[src/rtl/fetch_redirect_ctrl.sv]
// ---------------------------------------------------------------------------
// fetch_redirect_ctrl
//
// Purpose:
//   Instruction-fetch front end. It issues in-order fetch requests to the
//   instruction memory, pairs each response with the PC it was fetched from,
//   and buffers instructions for decode. It also applies branch and jump
//   redirects from EX: it flushes the younger pipeline stages, discards
//   fetches that are already in flight, and restarts fetching at the target.
//   A misaligned redirect target sets a sticky flag and halts fetching until
//   reset.
//
// Parameters:
//   XLEN            address / PC width
//   RESET_PC        first fetch address after reset
//   MAX_OUTSTANDING limit on granted fetches plus buffered instructions (2..4)
//
// Ports:
//   i_clk, i_rst          clock, synchronous active-high reset
//   i_B_J_result          00 none, 01 taken branch/JAL, 11 JALR, 10 none
//   i_valid_ex            EX holds a valid instruction
//   i_target              redirect target computed in EX
//   i_stall               decode cannot accept an instruction this cycle
//   o_imem_req/o_imem_addr/i_imem_gnt       fetch request handshake
//   i_imem_rvalid/i_imem_rdata              in-order fetch response
//   o_instr_valid/o_instr/o_instr_pc        instruction to decode
//   o_flush               kill IF/ID and ID/EX contents this cycle
//   o_misalign            sticky instruction-address-misaligned flag
// ---------------------------------------------------------------------------
module fetch_redirect_ctrl #(
    parameter int unsigned     XLEN            = 32,
    parameter logic [XLEN-1:0] RESET_PC        = 32'h0000_0000,
    parameter int unsigned     MAX_OUTSTANDING = 2
) (
    input  logic            i_clk,
    input  logic            i_rst,
    input  logic [1:0]      i_B_J_result,
    input  logic            i_valid_ex,
    input  logic [XLEN-1:0] i_target,
    input  logic            i_stall,
    output logic            o_imem_req,
    output logic [XLEN-1:0] o_imem_addr,
    input  logic            i_imem_gnt,
    input  logic            i_imem_rvalid,
    input  logic [31:0]     i_imem_rdata,
    output logic            o_instr_valid,
    output logic [31:0]     o_instr,
    output logic [XLEN-1:0] o_instr_pc,
    output logic            o_flush,
    output logic            o_misalign
);

    // Counters span 0..MAX_OUTSTANDING; pointers index 0..MAX_OUTSTANDING-1.
    localparam int unsigned CW = $clog2(MAX_OUTSTANDING + 1);
    localparam int unsigned PW = $clog2(MAX_OUTSTANDING);
    localparam logic [CW:0] MAX_SUM = (CW + 1)'(MAX_OUTSTANDING);

    typedef enum logic [1:0] {
        ST_RUN,
        ST_DRAIN,
        ST_HALT
    } state_e;

    state_e          state_q, state_d;
    logic [XLEN-1:0] pc_q, pc_d;
    logic [XLEN-1:0] tgt_q, tgt_d;
    logic [CW-1:0]   out_cnt_q, out_cnt_d;
    logic [CW-1:0]   disc_q, disc_d;
    logic [CW-1:0]   buf_cnt_q, buf_cnt_d;
    logic [PW-1:0]   pend_wr_q, pend_wr_d, pend_rd_q, pend_rd_d;
    logic [PW-1:0]   buf_wr_q, buf_wr_d, buf_rd_q, buf_rd_d;
    logic            misalign_q, misalign_d;
    logic            req_hold_q, req_hold_d;

    // Pending-PC FIFO (PC of each granted, unreturned fetch) and the
    // instruction buffer feeding decode.
    logic [XLEN-1:0] pend_pc_q [MAX_OUTSTANDING];
    logic [XLEN-1:0] buf_pc_q  [MAX_OUTSTANDING];
    logic [31:0]     buf_ins_q [MAX_OUTSTANDING];

    logic            req;
    logic            gnt_fire;
    logic            rsp_ok;
    logic            redirect;
    logic            tgt_mis;
    logic            push_ins;
    logic            pop_ins;
    logic [XLEN-1:0] eff_tgt;
    logic [CW:0]     inflight_sum;

    function automatic logic [PW-1:0] ptr_inc(input logic [PW-1:0] p);
        return (p == PW'(MAX_OUTSTANDING - 1)) ? '0 : p + 1'b1;
    endfunction

    // ------------------------------------------------------------------
    // Request, handshake and redirect decode
    // ------------------------------------------------------------------
    always_comb begin
        // NOTE: every signal driven here gets a value on every path
        // (defaults first), so no latch is inferred.
        eff_tgt = i_target;
        if (i_B_J_result == 2'b11) begin
            eff_tgt[0] = 1'b0;
        end
        tgt_mis  = (eff_tgt[1:0] != 2'b00);
        redirect = !i_rst && i_valid_ex && i_B_J_result[0] && (state_q != ST_HALT);

        // Discarded fetches still occupy a slot until their response returns.
        inflight_sum = {1'b0, out_cnt_q} + {1'b0, buf_cnt_q};

        req = 1'b0;
        case (state_q)
            // Once raised, the request is held until granted even if the
            // occupancy condition would no longer allow a new one.
            ST_RUN:   req = req_hold_q || (inflight_sum < MAX_SUM);
            ST_DRAIN: req = 1'b1;
            default:  req = 1'b0;
        endcase

        gnt_fire = req && i_imem_gnt;
        rsp_ok   = i_imem_rvalid && (out_cnt_q != '0);
        push_ins = rsp_ok && (disc_q == '0) && !redirect && (state_q != ST_HALT);
        pop_ins  = (buf_cnt_q != '0) && !i_stall;
    end

    // ------------------------------------------------------------------
    // Next-state logic
    // ------------------------------------------------------------------
    always_comb begin
        state_d    = state_q;
        pc_d       = pc_q;
        tgt_d      = tgt_q;
        misalign_d = misalign_q;
        req_hold_d = req && !i_imem_gnt;

        out_cnt_d = out_cnt_q + CW'(gnt_fire) - CW'(rsp_ok);
        pend_wr_d = gnt_fire ? ptr_inc(pend_wr_q) : pend_wr_q;
        pend_rd_d = rsp_ok ? ptr_inc(pend_rd_q) : pend_rd_q;

        // On redirect everything still in flight after this edge is stale,
        // including a same-cycle grant and excluding a same-cycle response.
        // A grant taken in DRAIN fetched the old address, so it is stale too.
        if (redirect) begin
            disc_d = out_cnt_d;
        end else begin
            disc_d = disc_q - CW'(rsp_ok && (disc_q != '0))
                            + CW'(gnt_fire && (state_q == ST_DRAIN));
        end

        if (redirect) begin
            buf_cnt_d = '0;
            buf_wr_d  = '0;
            buf_rd_d  = '0;
        end else begin
            buf_cnt_d = buf_cnt_q + CW'(push_ins) - CW'(pop_ins);
            buf_wr_d  = push_ins ? ptr_inc(buf_wr_q) : buf_wr_q;
            buf_rd_d  = pop_ins ? ptr_inc(buf_rd_q) : buf_rd_q;
        end

        if (redirect) begin
            tgt_d = eff_tgt;
            if (tgt_mis) begin
                state_d    = ST_HALT;
                misalign_d = 1'b1;
                req_hold_d = 1'b0;
            end else if (req && !i_imem_gnt) begin
                // The old-address request must complete its handshake first.
                state_d = ST_DRAIN;
            end else begin
                pc_d    = eff_tgt;
                state_d = ST_RUN;
            end
        end else begin
            case (state_q)
                ST_RUN: begin
                    if (gnt_fire) begin
                        pc_d = pc_q + XLEN'(4);
                    end
                end
                ST_DRAIN: begin
                    if (gnt_fire) begin
                        pc_d    = tgt_q;
                        state_d = ST_RUN;
                    end
                end
                default: begin
                    req_hold_d = 1'b0;
                end
            endcase
        end
    end

    // ------------------------------------------------------------------
    // Control state
    // ------------------------------------------------------------------
    always_ff @(posedge i_clk) begin
        // NOTE: sequential state uses non-blocking assignments so every
        // register samples the pre-edge values of the others.
        if (i_rst) begin
            state_q    <= ST_RUN;
            pc_q       <= RESET_PC;
            tgt_q      <= '0;
            out_cnt_q  <= '0;
            disc_q     <= '0;
            buf_cnt_q  <= '0;
            pend_wr_q  <= '0;
            pend_rd_q  <= '0;
            buf_wr_q   <= '0;
            buf_rd_q   <= '0;
            misalign_q <= 1'b0;
            req_hold_q <= 1'b0;
        end else begin
            state_q    <= state_d;
            pc_q       <= pc_d;
            tgt_q      <= tgt_d;
            out_cnt_q  <= out_cnt_d;
            disc_q     <= disc_d;
            buf_cnt_q  <= buf_cnt_d;
            pend_wr_q  <= pend_wr_d;
            pend_rd_q  <= pend_rd_d;
            buf_wr_q   <= buf_wr_d;
            buf_rd_q   <= buf_rd_d;
            misalign_q <= misalign_d;
            req_hold_q <= req_hold_d;
        end
    end

    // ------------------------------------------------------------------
    // FIFO storage
    // ------------------------------------------------------------------
    // NOTE: the storage arrays carry no reset; the counters and pointers
    // above are reset, and no entry is read before it has been written.
    always_ff @(posedge i_clk) begin
        if (!i_rst && gnt_fire) begin
            pend_pc_q[pend_wr_q] <= pc_q;
        end
        if (!i_rst && push_ins) begin
            buf_pc_q[buf_wr_q]  <= pend_pc_q[pend_rd_q];
            buf_ins_q[buf_wr_q] <= i_imem_rdata;
        end
    end

    // ------------------------------------------------------------------
    // Outputs (forced to reset values while i_rst is high)
    // ------------------------------------------------------------------
    assign o_imem_req    = !i_rst && req;
    assign o_imem_addr   = i_rst ? RESET_PC : pc_q;
    assign o_flush       = redirect;
    assign o_instr_valid = !i_rst && (buf_cnt_q != '0);
    assign o_instr       = o_instr_valid ? buf_ins_q[buf_rd_q] : 32'h0;
    assign o_instr_pc    = o_instr_valid ? buf_pc_q[buf_rd_q] : RESET_PC;
    assign o_misalign    = !i_rst && misalign_q;

endmodule

[config.mk]
export PLATFORM = sky130hd
export DESIGN_NAME = fetch_redirect_ctrl
export DESIGN_NICKNAME = d
export VERILOG_FILES = /design/src/rtl/fetch_redirect_ctrl.sv
export SDC_FILE = /design/constraint.sdc
export NUM_CORES = 1
export LEC_CHECK = 0
export CORE_MARGIN = 2
export CORE_UTILIZATION = 58
export CTS_BUF_LIST = sky130_fd_sc_hd__clkbuf_16
export CTS_CLUSTER_SIZE = 12
export DETAILED_ROUTE_END_ITERATION = 10
export PLACE_DENSITY = 0.91
export RECOVER_POWER = 50
export SLEW_MARGIN = 20
export SYNTH_ARGS = -nofsm -noshare
export SYNTH_HDL_FRONTEND = slang
export SYNTH_SLANG_ARGS = --single-unit
[constraint.sdc]
create_clock -name i_clk -period 22.7 [get_ports i_clk]
set_clock_uncertainty 0.1 [all_clocks]
set_input_delay 4.54 -clock i_clk [delete_from_list [all_inputs] [get_ports i_clk]]
set_output_delay 4.54 -clock i_clk [all_outputs]
set_load 0.1 [all_outputs]
==> qor.json <==
{
  "grt_setup_unrepaired": "false",
  "slew-limit-headroom_pct": -48.6,
  "globalRoute.totalOverflow": 0,
  "drt_pass1_iterations": 8,
  "yosys.area.top_type_share_pct": 49.5,
  "vdd.ir_drop.worst_mv": 0.0822,
  "core.rowCount": 51,
  "fmax_mhz": 80.0,
  "final.period_utilization_pct": 55.1,
  "startpoint_of_the_worst_register_to_register_path": "buf_cnt_q[1]$_SDFF_PP0_",
  "gp_congestion": 0.863,
  "number_of_antenna_violations_at_the_first_check_in_global_routing": 0,
  "setup.worst_path.start": "i_B_J_result[0]",
  "hold_start": "tgt_q[2]$_SDFFE_PP0P_",
  "postSynth.asyncResetShare_pct": 0,
  "synthesis.nets": 1036,
  "tritoncts_clock_tree": "yes",
  "critPathRequiredTime_ns": 18.06,
  "grt.total_usage_pct": 24.2,
  "critical_path.cell_chain": "dlygate4sd3_1, nand2_1, or3_1, clkinv_1, clkdlybuf4s50_1",
  "violations": "capacitance limit, slew limit",
  "cts-htree-levels": 1,
  "ctsLongestPathBuffers": 3,
  "clock_sink_count": 272,
  "start_util_pct": 59.4,
  "die_h_um": 146,
  "floorplan.die.width_um": 146,
  "endpoint_kind": "output port",
  "detail_route.iter0.violations": 756,
  "worst-slew-pin-transition_ns": 2.23,
  "drc": 0,
  "syn-mean-instance-area_um2": 12.2,
  "nNetsFinal": 1186,
  "setup-tns-final_ns": 0,
  "maximum_number_of_pins_on_one_net_before_global_route_repair": 83,
  "edff_count_synth": 192,
  "run_status": "finished, violations left",
  "cellLeakagePower_nw": 4.79,
  "yosysSeqAreaShare_pct": 63.3,
  "first_global_vias": 7815,
  "yosys_register_bits": 272,
  "boundaryPins": 172,
  "drive_gt1_share_pct": 6.91,
  "die_area_mm2": 0.0212,
  "startpoint_type": "input port",
  "yosysWarningCount": 0,
  "wirelength_um": 26600,
  "finish.utilization_pct": 73.2,
  "cts_resized": 0,
  "cts.repair_timing.setup_buffer_count": 0,
  "post-route-min-period_ns": 12.50,
  "critical_path.top_delay_family": "buffers and inverters",
  "clkLatencyLatePin_ns": 0.53,
  "clk_transition_reported_paths_ns": 0.06,
  "placeableCoreArea_mm2": 0.0196,
  "post-dp-hpwl_um": 16400,
  "worstPathBufferInverterCount": 3,
  "area_delta_synth_final_pct": 23.1,
  "hp-class": "register to register",
  "timing.critical_path.slowest_stage_cell": "clkdlybuf4s50_1",
  "number_of_antenna_diodes": 0,
  "maxSlewViolCount": 148,
  "cts_buffers": 28,
  "power.density_mw_per_mm2": 115,
  "final_antenna_net_count": 0,
  "critical_path_peak_fanout": 19,
  "wire_per_inst_um": 19.1,
  "p_total_mw": 1.65,
  "first_pass_grt_wire_length_um": 41500,
  "post-synth-top-area-cell": "edfxtp_1",
  "count_of_hold_buffers_inserted_by_post_cts_repair": 0,
  "synth.top_cells.by_area": "edfxtp_1, dfxtp_1, mux2i_1",
  "syn_area_mm2": 0.0116,
  "final-hold-violation-count": 0,
  "timing.critical_path.arrival_ns": 7.86,
  "detail_route.vias_per_cell": 5.87,
  "placement.io_buffers": 171,
  "cp_slowest_stage_delay_ns": 1.16,
  "netlist_cell_types": 68,
  "final-setup-viol-count": 0,
  "ys.flop_type": "edfxtp_1",
  "cts.root.buffer_cell": "clkbuf_16",
  "syn-instance-count": 956,
  "maxCapViolations": 4,
  "routed-via-count": 8172,
  "worst-setup-path-type": "input port to output port"
}
[metal layers]
layer / share of wire, % / GRT usage [%] / up-vias
li1: - / - / 3785
met1: 42 / 33.6 / 3936
met2: 48 / 39.9 / 393
met3: 7.8 / 3.54 / 58
met4: 2.5 / 7.40 / 0
met5: 0 / 0 / -
[final timing paths]
kind	depth (start not counted)	endpoint	slack, ns
worst max register to register	7	pend_pc_q[1][26]$_DFFE_PP_	19.15
worst min register to register	2	tgt_q[2]$_SDFFE_PP0P_	0.36
worst max-delay path	5	o_flush	10.20
worst min-delay path	2	tgt_q[2]$_SDFFE_PP0P_	0.36
[registers in the layout, indices dropped and copies added, names as in the netlist, named ones only]
signal and count:
buf_cnt_q 2, buf_pc_q 64, pc_q 32, pend_rd_q 1, tgt_q 32, disc_q 2
req_hold_q 1, pend_wr_q 1, buf_rd_q 1, state_q 2, buf_wr_q 1, misalign_q 1
pend_pc_q 64, out_cnt_q 2, buf_ins_q 64
[where the power goes]
part	switching, mW	internal, mW	total [mW]
combinational	0.415	0.163	0.578
sequential	0.0466	0.609	0.656
clock	0.180	0.239	0.419
total	0.641	1.01	1.65
[tightest hold or removal path, stage by stage (launching register included)]
cell	delay (ns)
dfxtp_1	0.31
nand2_1	0.05
a21oi_1	0.05
[cells in the final DEF, fill, tap and decap left out, types with 23 or more instances in the layout]
cell	count
nand2_1	89
nor2b_1	29
a21oi_1	61
clkdlybuf4s50_1	135
clkbuf_16	29
inv_1	30
dfxtp_1	79
o21ai_0	23
mux2_1	28
edfxtp_1	192
mux2i_1	65
nor2_1	128
dlygate4sd3_1	35
[stage by stage]
| step | cell area [µm²] | hold WS [ns] | std cells | worst slack, ns |
|---|---|---|---|---|
| finish | 14300 | 0.357 | 1393 | 10.20 |
| global route | 14300 | 0.371 | 1393 | 10.06 |
| CTS | 14300 | 0.354 | 1392 | 10.39 |
| detailed placement | 13500 | 0.347 | 1340 | 10.42 |
| global placement | 13500 | 0.342 | 1340 | 10.54 |
| floorplan | 11600 | 0.320 | 956 | 10.85 |
[layout make-up]
| type | count | area (µm²) |
|---|---|---|
| Clock buffer | 29 | 726 |
| Clock inverter | 23 | 116 |
| Fill cell | 1277 | 5260 |
| Inverter | 16 | 60.1 |
| Multi-Input combinational cell | 604 | 3920 |
| Sequential cell | 272 | 7370 |
| Tap cell | 265 | 332 |
| Timing Repair Buffer | 184 | 1800 |
[cells in the mapped netlist (all sizes together), types with 7 or more instances]
library cell,number
nand3,17
a311oi,15
o211ai,9
buf,35
nand4,10
xor2,8
ha,7
xnor2,8
edfxtp,192
nor3,15
or3,10
nand2,89
inv,15
mux2i,65
mux2,32
nor4,7
dfxtp,80
a21oi,61
clkbuf,29
o21ai,23
nor2,128
nor2b,31
[cell families (layout without fill, tap and decap cells)]
logic type	after synthesis	after routing	share of synthesized area, %
simple gates	323	323	12.8
flops	272	272	63.3
compound gates	160	160	9.95
mux	97	97	8.69
buf+inv	80	252	3.10
xor+xnor	16	16	1.20
fa+ha+maj	8	8	0.924
(Power assumes the default switching activity.)
